===== src/rtl/sdf_pkg.sv =====
// Shared helpers for the multi-flux SDF blocks: reset polarity,
// tag-width computation and per-flux slicing of packed buses.
package sdf_pkg;

    // Reset is asserted when rst equals this value.
    localparam logic RST_ACTIVE = 1'b0;

    // Bits needed to encode n distinct tags, never less than one.
    function automatic int clog2_min1(input int n);
        int w;
        w = 0;
        while ((1 << w) < n) w++;
        return (w < 1) ? 1 : w;
    endfunction

    // Low bit of flux f inside a packed bus of w-bit slices.
    function automatic int flux_lo(input int f, input int w);
        return f * w;
    endfunction

endpackage


===== src/rtl/sdf_flux_fifo.sv =====
// Single-flux FIFO with first-word-fall-through head.
// A write and a read in the same cycle move both pointers and keep the
// count. There is no bypass when empty, so rdata never depends
// combinationally on wdata.
module sdf_flux_fifo
    import sdf_pkg::*;
#(
    parameter int PW    = 7,
    parameter int DEPTH = 4
) (
    input  logic          ck,
    input  logic          rst,
    input  logic          wr,
    input  logic [PW-1:0] wdata,
    input  logic          rd,
    output logic [PW-1:0] rdata,
    output logic          empty,
    output logic          full
);

    localparam int AW = clog2_min1(DEPTH);
    localparam int CW = clog2_min1(DEPTH + 1);

    logic [PW-1:0] mem [DEPTH];
    logic [AW-1:0] wr_ptr;
    logic [AW-1:0] rd_ptr;
    logic [CW-1:0] count;

    logic wr_ok;
    logic rd_ok;

    assign empty = (count == '0);
    assign full  = (count == CW'(DEPTH));

    // A read of an empty FIFO is ignored. The top already blocks writes
    // while any flux is full; the local guard keeps this block safe on
    // its own.
    assign wr_ok = wr && !full;
    assign rd_ok = rd && !empty;

    assign rdata = mem[rd_ptr];

    // Pointer and occupancy bookkeeping; pointers wrap modulo DEPTH.
    always_ff @(posedge ck) begin
        if (rst == RST_ACTIVE) begin
            wr_ptr <= '0;
            rd_ptr <= '0;
            count  <= '0;
        end else begin
            if (wr_ok) wr_ptr <= (wr_ptr == AW'(DEPTH - 1)) ? '0 : wr_ptr + 1'b1;
            if (rd_ok) rd_ptr <= (rd_ptr == AW'(DEPTH - 1)) ? '0 : rd_ptr + 1'b1;
            case ({wr_ok, rd_ok})
                2'b10:   count <= count + 1'b1;
                2'b01:   count <= count - 1'b1;
                default: count <= count;
            endcase
        end
    end

    // Payload storage. It is left unreset because its contents are
    // don't-care while the FIFO is empty.
    always_ff @(posedge ck) begin
        if (rst != RST_ACTIVE && wr_ok) mem[wr_ptr] <= wdata;
    end

endmodule


===== src/rtl/sdf_tag_demux.sv =====
// Tag demultiplexer: splits a tagged {tag, payload} stream into FLUX
// independent FIFOs, each exposed as an empty/read reader interface.
module sdf_tag_demux
    import sdf_pkg::*;
#(
    parameter  int FLUX      = 2,
    parameter  int WIDTH     = 8,
    parameter  int DEPTH     = 4,
    localparam int TAG_WIDTH = clog2_min1(FLUX),
    localparam int PW        = WIDTH - TAG_WIDTH
) (
    input  logic               ck,
    input  logic               rst,
    input  logic               in0_wr,
    input  logic [WIDTH-1:0]   in0_data,
    output logic               in0_full,
    output logic [PW*FLUX-1:0] out_data,
    output logic [FLUX-1:0]    out_empty,
    input  logic [FLUX-1:0]    out_read,
    output logic               err_ovf,
    output logic               err_tag
);

    logic [TAG_WIDTH-1:0] tag;
    logic [PW-1:0]        payload;
    logic                 tag_ok;
    logic                 accept;
    logic [FLUX-1:0]      wr_vec;
    logic [FLUX-1:0]      full_vec;

    assign tag     = in0_data[WIDTH-1 -: TAG_WIDTH];
    assign payload = in0_data[PW-1:0];
    assign tag_ok  = (int'(tag) < FLUX);

    // The producer cannot see the tag in advance, so any full flux stalls
    // the whole stream. This is built from registered state only.
    assign in0_full = |full_vec;
    assign accept   = in0_wr && !in0_full && tag_ok;

    // Steer an accepted word to the flux named by its tag.
    always_comb begin
        wr_vec = '0;
        for (int f = 0; f < FLUX; f++)
            wr_vec[f] = accept && (int'(tag) == f);
    end

    for (genvar f = 0; f < FLUX; f++) begin : g_flux
        sdf_flux_fifo #(
            .PW    (PW),
            .DEPTH (DEPTH)
        ) u_fifo (
            .ck    (ck),
            .rst   (rst),
            .wr    (wr_vec[f]),
            .wdata (payload),
            .rd    (out_read[f]),
            .rdata (out_data[flux_lo(f, PW) +: PW]),
            .empty (out_empty[f]),
            .full  (full_vec[f])
        );
    end

    // Sticky error flags. Only reset clears them.
    always_ff @(posedge ck) begin
        if (rst == RST_ACTIVE) begin
            err_ovf <= 1'b0;
            err_tag <= 1'b0;
        end else begin
            if (in0_wr && in0_full) err_ovf <= 1'b1;
            if (in0_wr && !tag_ok)  err_tag <= 1'b1;
        end
    end

endmodule


===== config.mk =====
export PLATFORM = sky130hd
export DESIGN_NAME = sdf_tag_demux
export DESIGN_NICKNAME = d
export VERILOG_FILES = /design/src/rtl/sdf_pkg.sv /design/src/rtl/sdf_flux_fifo.sv /design/src/rtl/sdf_tag_demux.sv
export SDC_FILE = /design/constraint.sdc
export NUM_CORES = 1
export LEC_CHECK = 0
export BUFFER_PORTS_ARGS = -buffer_cell sky130_fd_sc_hd__buf_2
export CAP_MARGIN = 10
export CORE_UTILIZATION = 30
export CTS_BUF_LIST = sky130_fd_sc_hd__clkbuf_2 sky130_fd_sc_hd__clkbuf_4 sky130_fd_sc_hd__clkbuf_8
export CTS_CLUSTER_SIZE = 20
export DETAILED_ROUTE_END_ITERATION = 16
export PLACE_DENSITY = 0.45
export REMOVE_ABC_BUFFERS = 1
export SYNTH_ARGS = -nofsm -noshare
export SYNTH_HDL_FRONTEND = slang
export SYNTH_SLANG_ARGS = --single-unit

===== constraint.sdc =====
create_clock -name ck -period 2.5 [get_ports ck]
set_input_delay 0 -clock ck [delete_from_list [all_inputs] [get_ports ck]]
set_output_delay 0 -clock ck [all_outputs]
set_load 0.02 [all_outputs]

==> results_dict.tcl, run 1 <==
set metrics [dict create \
    status "finished, final reports clean" \
    skew_ns 0.00899 \
    hold_violations 0 \
    dp_hpwl_mm 3.62 \
    cts-resized-gates 0 \
    async_flop_share 0 \
    fin_tns_setup_ns 0 \
    drt-total-wl_mm 5.23 \
    clk_pin_slew_worst_paths_ns 0.07 \
    regToRegSetupSlack_ns 0.19 \
    antenna_cells 0 \
    vias 1606 \
    fin_crit_ns 2.31 \
    dieWidth_um 104 \
    firstDrtPassIters 6 \
    crit_required_ns 2.78 \
    dieArea_um2 10800 \
    synth_commonest_cells "edfxtp_1, dfxtp_1, inv_1" \
    viasPerCell 4.29 \
    floorplan.io_pins 32 \
    crit_type "reg -> reg" \
    ys_warn_count 0 \
    pre_cts_ws_ns 0.195 \
    rsz0062_at_grt "false" \
    yosys.area.top_type_share 0.538 \
    cts-htree-levels 3 \
    grt_pass1_vias 1659 \
    critPathCaptureType "register" \
    synth_largest_area_cell "edfxtp_1" \
    wl_per_cell_um 14.0 \
    clockBufferDepth 2 \
    arrival_ns 2.58 \
    min_period_over_period 0.922 \
    synth_area_um2 3120 \
    hp-class "in -> reg" \
    ant_nets 0 \
    synth_top_flop_cell "edfxtp_1" \
    fin_area_um2 3730 \
    report.power.total_uw 3530 \
    place_area_um2 3400 \
    power.density_nw_per_um2 947 \
    cp-start-kind "register" \
    drc 0 \
    place_congestion 0.667 \
    yosysMostFrequentCell "edfxtp_1" \
    cts.sinks 75 \
    cts_hold_buf 9 \
    grt_max_degree 14 \
    dr_wl_met3_um 275 \
    ys_seq_area_frac 0.660 \
    area_delta_synth_final_pct 19.5 \
    top_layer_used "met4" \
    fmax_mhz 434 \
    synth_edf_count 56 \
    grt_pass1_wl_mm 8.74 \
    synth_fa_ha_area_frac 0.0609 \
    wl_met1_mm 2.44 \
    max_cap_violations 0 \
    setup_viol 0 \
    fin_nets 263 \
    synth_seq_cells 75 \
    portBuffers 30 \
    cts_tree "done" \
    synth.area.top_cells "edfxtp_1, dfxtp_1, mux4_2" \
    grt_usage 0.109 \
    dieHeight_um 104 \
    ys_types 28 \
    cts_made_buffers 9 \
    grt_overflow_total 0 \
    clk-insertion-delay-late_ns 0.35 \
    fin_util 0.377 \
    synth_compound_area_frac 0.0240 \
    final_layout_size_suffix_gt1_frac 0.278 \
    syn_inst 194 \
    coreArea_um2 9910 \
    wl_met2_mm 2.49 \
    antenna_found_initial 0 \
    crit_fanout 5 \
    muxShareOfSynthArea 0.120 \
    yosys.area_share.xor_xnor 0.0112 \
    synthSimpleGateAreaFrac 0.0861 \
    slew_viol_final 0 \
    fin_ws_ns 0.194 \
    floorplan.initialDensity 0.315 \
    avgSynthCellArea_um2 16.1 \
    synth_top_family_by_area "multiplexers" \
    row_count 36 \
    drt_first_iter_violations 31 \
    clock-root-buffer "clkbuf_8" \
    power.leakage_uw 0.00134 \
    peakVddDrop_mv 0.497 \
    post-cts-setup-buffers 0 \
]
==> worst max-delay path: stages, from the launching register on <==
cell	delay [ns]
dfxtp_1	0.40
nor3b_4	0.38
nor3_2	0.13
inv_1	0.07
ha_1	0.17
inv_1	0.07
fa_1	0.42
xor2_1	0.16
or3_1	0.31
a21oi_1	0.13
==> layout make-up <==
class	count	area, um2
Clock buffer	10	131
Clock inverter	6	111
Fill cell	962	6180
Inverter	17	63.8
Multi-Input combinational cell	93	948
Sequential cell	75	2060
Tap cell	133	166
Timing Repair Buffer	40	248
==> metal layers <==
layer  global-route usage  vias to the layer above
met3               0.0476                        4
met2                0.168                       34
met5                    0                        -
met1                0.135                      774
met4               0.0398                        0
li1                     -                      794
==> power by group <==
part           internal (uW)  switching (uW)  leakage (uW)
combinational            379             439      0.000554
sequential              1440             151      0.000661
clock                    678             446      0.000122
==> cells by family after synthesis <==
group	Yosys count
other cells	1
compound gates	12
buf+inv	26
flops	75
fa+ha+maj	14
xor+xnor	4
simple gates	42
mux	20
==> registers in the layout (all words and copies together) (netlist names), named ones only <==
name                  flops
g_flux.u_fifo.rd_ptr      4
g_flux.u_fifo.wr_ptr      4
g_flux.u_fifo.count       6
g_flux.u_fifo.mem        56
err_ovf                   1
==> cell usage in the layout, fill, tap and decap left out, types with 7 or more instances in the layout <==
cell type      instances
edfxtp_1              56
buf_2                 30
ha_1                  12
dlygate4sd3_1          9
dfxtp_1               19
mux4_2                14
nand2_1               11
nor2_1                 9
a21oi_1                7
clkbuf_8               9
inv_1                 17
==> stage by stage <==
step,hold slack [ns],cells
3_5_place_dp,0.304,349
3_3_place_gp,0.298,349
6_report,0.0246,374
2_1_floorplan,0.0989,185
5_1_grt,0.0485,374
4_1_cts,0.0153,374
==> worst paths after layout <==
kind                            cells after the start                                 endpoint                                    from
worst max register to register                      9   g_flux[1].u_fifo.count[2]$_SDFFE_PN0P_  g_flux[1].u_fifo.count[2]$_SDFFE_PN0P_
worst min register to register                      2                     err_ovf$_SDFFE_PN0P_                    err_ovf$_SDFFE_PN0P_
worst max-delay path                                9   g_flux[1].u_fifo.count[2]$_SDFFE_PN0P_  g_flux[1].u_fifo.count[2]$_SDFFE_PN0P_
worst min-delay path                                4  g_flux[0].u_fifo.rd_ptr[0]$_SDFFE_PN0N_                             out_read[0]
Note: power is estimated with default switching activity, not from simulation.
==> inputs of run 2 (changes only) <==
--- a/config.mk
+++ b/config.mk
@@ -5,13 +5,14 @@
 export SDC_FILE = /design/constraint.sdc
 export NUM_CORES = 1
 export LEC_CHECK = 0
-export BUFFER_PORTS_ARGS = -buffer_cell sky130_fd_sc_hd__buf_2
 export CAP_MARGIN = 10
 export CORE_UTILIZATION = 30
 export CTS_BUF_LIST = sky130_fd_sc_hd__clkbuf_2 sky130_fd_sc_hd__clkbuf_4 sky130_fd_sc_hd__clkbuf_8
 export CTS_CLUSTER_SIZE = 20
 export DETAILED_ROUTE_END_ITERATION = 16
-export PLACE_DENSITY = 0.45
+export DONT_BUFFER_PORTS = 1
+export HOLD_SLACK_MARGIN = 0.15
+export PLACE_DENSITY = 0.43
 export REMOVE_ABC_BUFFERS = 1
 export SYNTH_ARGS = -nofsm -noshare
 export SYNTH_HDL_FRONTEND = slang
==> results_dict.tcl, run 2 (same netlist as run 1, synthesis figures left out) <==
set metrics [dict create \
    wl_per_cell_um 16.4 \
    grt_max_degree 14 \
    grt_pass1_wl_mm 9.42 \
    portBuffers 0 \
    dieArea_um2 10800 \
    fin_nets 241 \
    fin_tns_setup_ns 0 \
    clk-insertion-delay-late_ns 0.34 \
    floorplan.initialDensity 0.315 \
    cts_made_buffers 9 \
    crit_required_ns 2.76 \
    layout.cells.most_common "edfxtp_1" \
    firstDrtPassIters 4 \
    slew_headroom 0.580 \
    tightestPinTransition_ns 0.625 \
    dp_hpwl_mm 3.99 \
    place_congestion 0.703 \
    fin_crit_ns 2.38 \
    slew_viol_final 0 \
    grt_overflow_total 0 \
    peakVddDrop_mv 0.329 \
    cts.sinks 75 \
    cts_tree "done" \
    path_cells "nor3b_4 -> nor3_2 -> inv_1 -> ha_1 -> inv_1 -> fa_1 -> xor2_1 -> or3_1 -> a21oi_1" \
    drt-total-wl_mm 5.77 \
    viasPerCell 4.59 \
    cp-start-kind "register" \
    cp_common_cell "inv_1" \
    vias 1616 \
    max_cap_violations 0 \
    setup_viol 0 \
    grt_usage 0.117 \
    critPathCaptureType "register" \
    floorplan.io_pins 32 \
    ant_nets 0 \
    hold_violations 0 \
    power.density_nw_per_um2 895 \
    rsz0062_at_grt "false" \
    antenna_found_initial 0 \
    status "finished, final reports clean" \
    largestRegisters "g_flux.u_fifo.mem: 56 flops, g_flux.u_fifo.count: 6 flops" \
    dieHeight_um 104 \
    final_layout_size_suffix_gt1_frac 0.201 \
    layout_common_cells "edfxtp_1, inv_1, dfxtp_1" \
    coreArea_um2 9910 \
    antenna_cells 0 \
    clk_pin_slew_worst_paths_ns 0.07 \
    fin_area_um2 3600 \
    crit_type "reg -> reg" \
    top_register "g_flux.u_fifo.mem" \
    skew_ns 0.00580 \
    drt_first_iter_violations 53 \
    hp-class "in -> reg" \
    largest_reg_flops 56 \
    fillCellCount 966 \
    crit_slowest_cell "fa_1" \
    cpPeakStageDelay_ns 0.44 \
    grt_pass1_vias 1868 \
    clockBufferDepth 2 \
    place_area_um2 3260 \
    arrival_ns 2.64 \
    report.power.total_uw 3230 \
    area_delta_synth_final_pct 15.4 \
    min_period_over_period 0.951 \
    drc 0 \
    row_count 36 \
    clock-root-buffer "clkbuf_8" \
    crit_fanout 5 \
    dieWidth_um 104 \
    fmax_mhz 421 \
    power.leakage_uw 0.00124 \
    cts-htree-levels 3 \
]
==> run 2: cell types whose count changed in the layout (fill, tap and decap cells not counted), sizes merged <==
| cell | delta |
|---|---|
| buf | -27 |
| clkbuf | +4 |
| dlygate4sd3 | +4 |
| bufinv | -3 |
| inv | -2 |
| clkinvlp | +1 |
| dlymetal6s4s | +1 |
==> run 2: power breakdown <==
| group | total (uW) | internal (uW) | leakage, uW | switching (uW) |
|---|---|---|---|---|
| clock | 849 | 447 | 0.0000969 | 402 |
| sequential | 1600 | 1450 | 0.000662 | 150 |
| combinational | 780 | 332 | 0.000481 | 448 |
==> run 2: final timing paths <==
check / cells after the start / start / slack (ns) / endpoint
max: 9 / g_flux[1].u_fifo.count[1]$_SDFFE_PN0P_ / 0.12 / g_flux[1].u_fifo.count[2]$_SDFFE_PN0P_
min: 1 / in0_wr / 0.16 / g_flux[1].u_fifo.mem[3][5]$_DFFE_PP_
max reg2reg: 9 / g_flux[1].u_fifo.count[1]$_SDFFE_PN0P_ / 0.12 / g_flux[1].u_fifo.count[2]$_SDFFE_PN0P_
min reg2reg: 2 / g_flux[0].u_fifo.rd_ptr[0]$_SDFFE_PN0N_ / 0.49 / register
==> run 2: critical path, delay by kind of cell (launching register included) <==
kind | cells | cell delay (ns)
AND/OR/NAND/NOR | 3 | 0.83
XOR/XNOR | 1 | 0.17
adder cells (fa/ha/maj) | 2 | 0.63
AO/OA/AOI/OAI | 1 | 0.14
buffers and inverters | 2 | 0.16
flip-flops | 1 | 0.38
==> run 2: what timing repair did <==
item | in CTS | in global routing
setup endpoints to repair | 0 | 2
setup buffers | 0 | 2
hold buffers | 14 | 0
gates resized for setup | 0 | 4
endpoints found under the hold margin | 89 | 0
==> run 2: per-stage QoR <==
step | worst slack (ns) | cells | hold slack (ns) | utilization
floorplan | 0.355 | 185 | 0.0989 | -
global placement | 0.266 | 320 | 0.0994 | 0.329
detailed placement | 0.0750 | 320 | 0.0992 | 0.329
CTS | 0.0605 | 350 | 0.151 | 0.361
global route | 0.00757 | 352 | 0.162 | 0.364
finish | 0.123 | 352 | 0.161 | 0.364
==> run 2: area by class of cell <==
| cell class | instances | area, um2 | area share |
|---|---|---|---|
| clock buffers | 14 | 174 | 0.0483 |
| clock inverters | 2 | 12.5 | 0.00347 |
| inverters | 17 | 63.8 | 0.0177 |
| multi-input cells | 93 | 948 | 0.263 |
| flip-flops and latches | 75 | 2070 | 0.573 |
| well taps | 133 | 166 | 0.0462 |
| repair buffers | 18 | 173 | 0.0479 |
==> run 2: routing by layer <==
layer,vias to the layer above,track usage,part of all wire
li1,748,-,-
met1,823,0.126,0.41
met2,37,0.205,0.54
met3,8,0.0345,0.045
met4,0,0.0643,0.012
met5,-,0,0
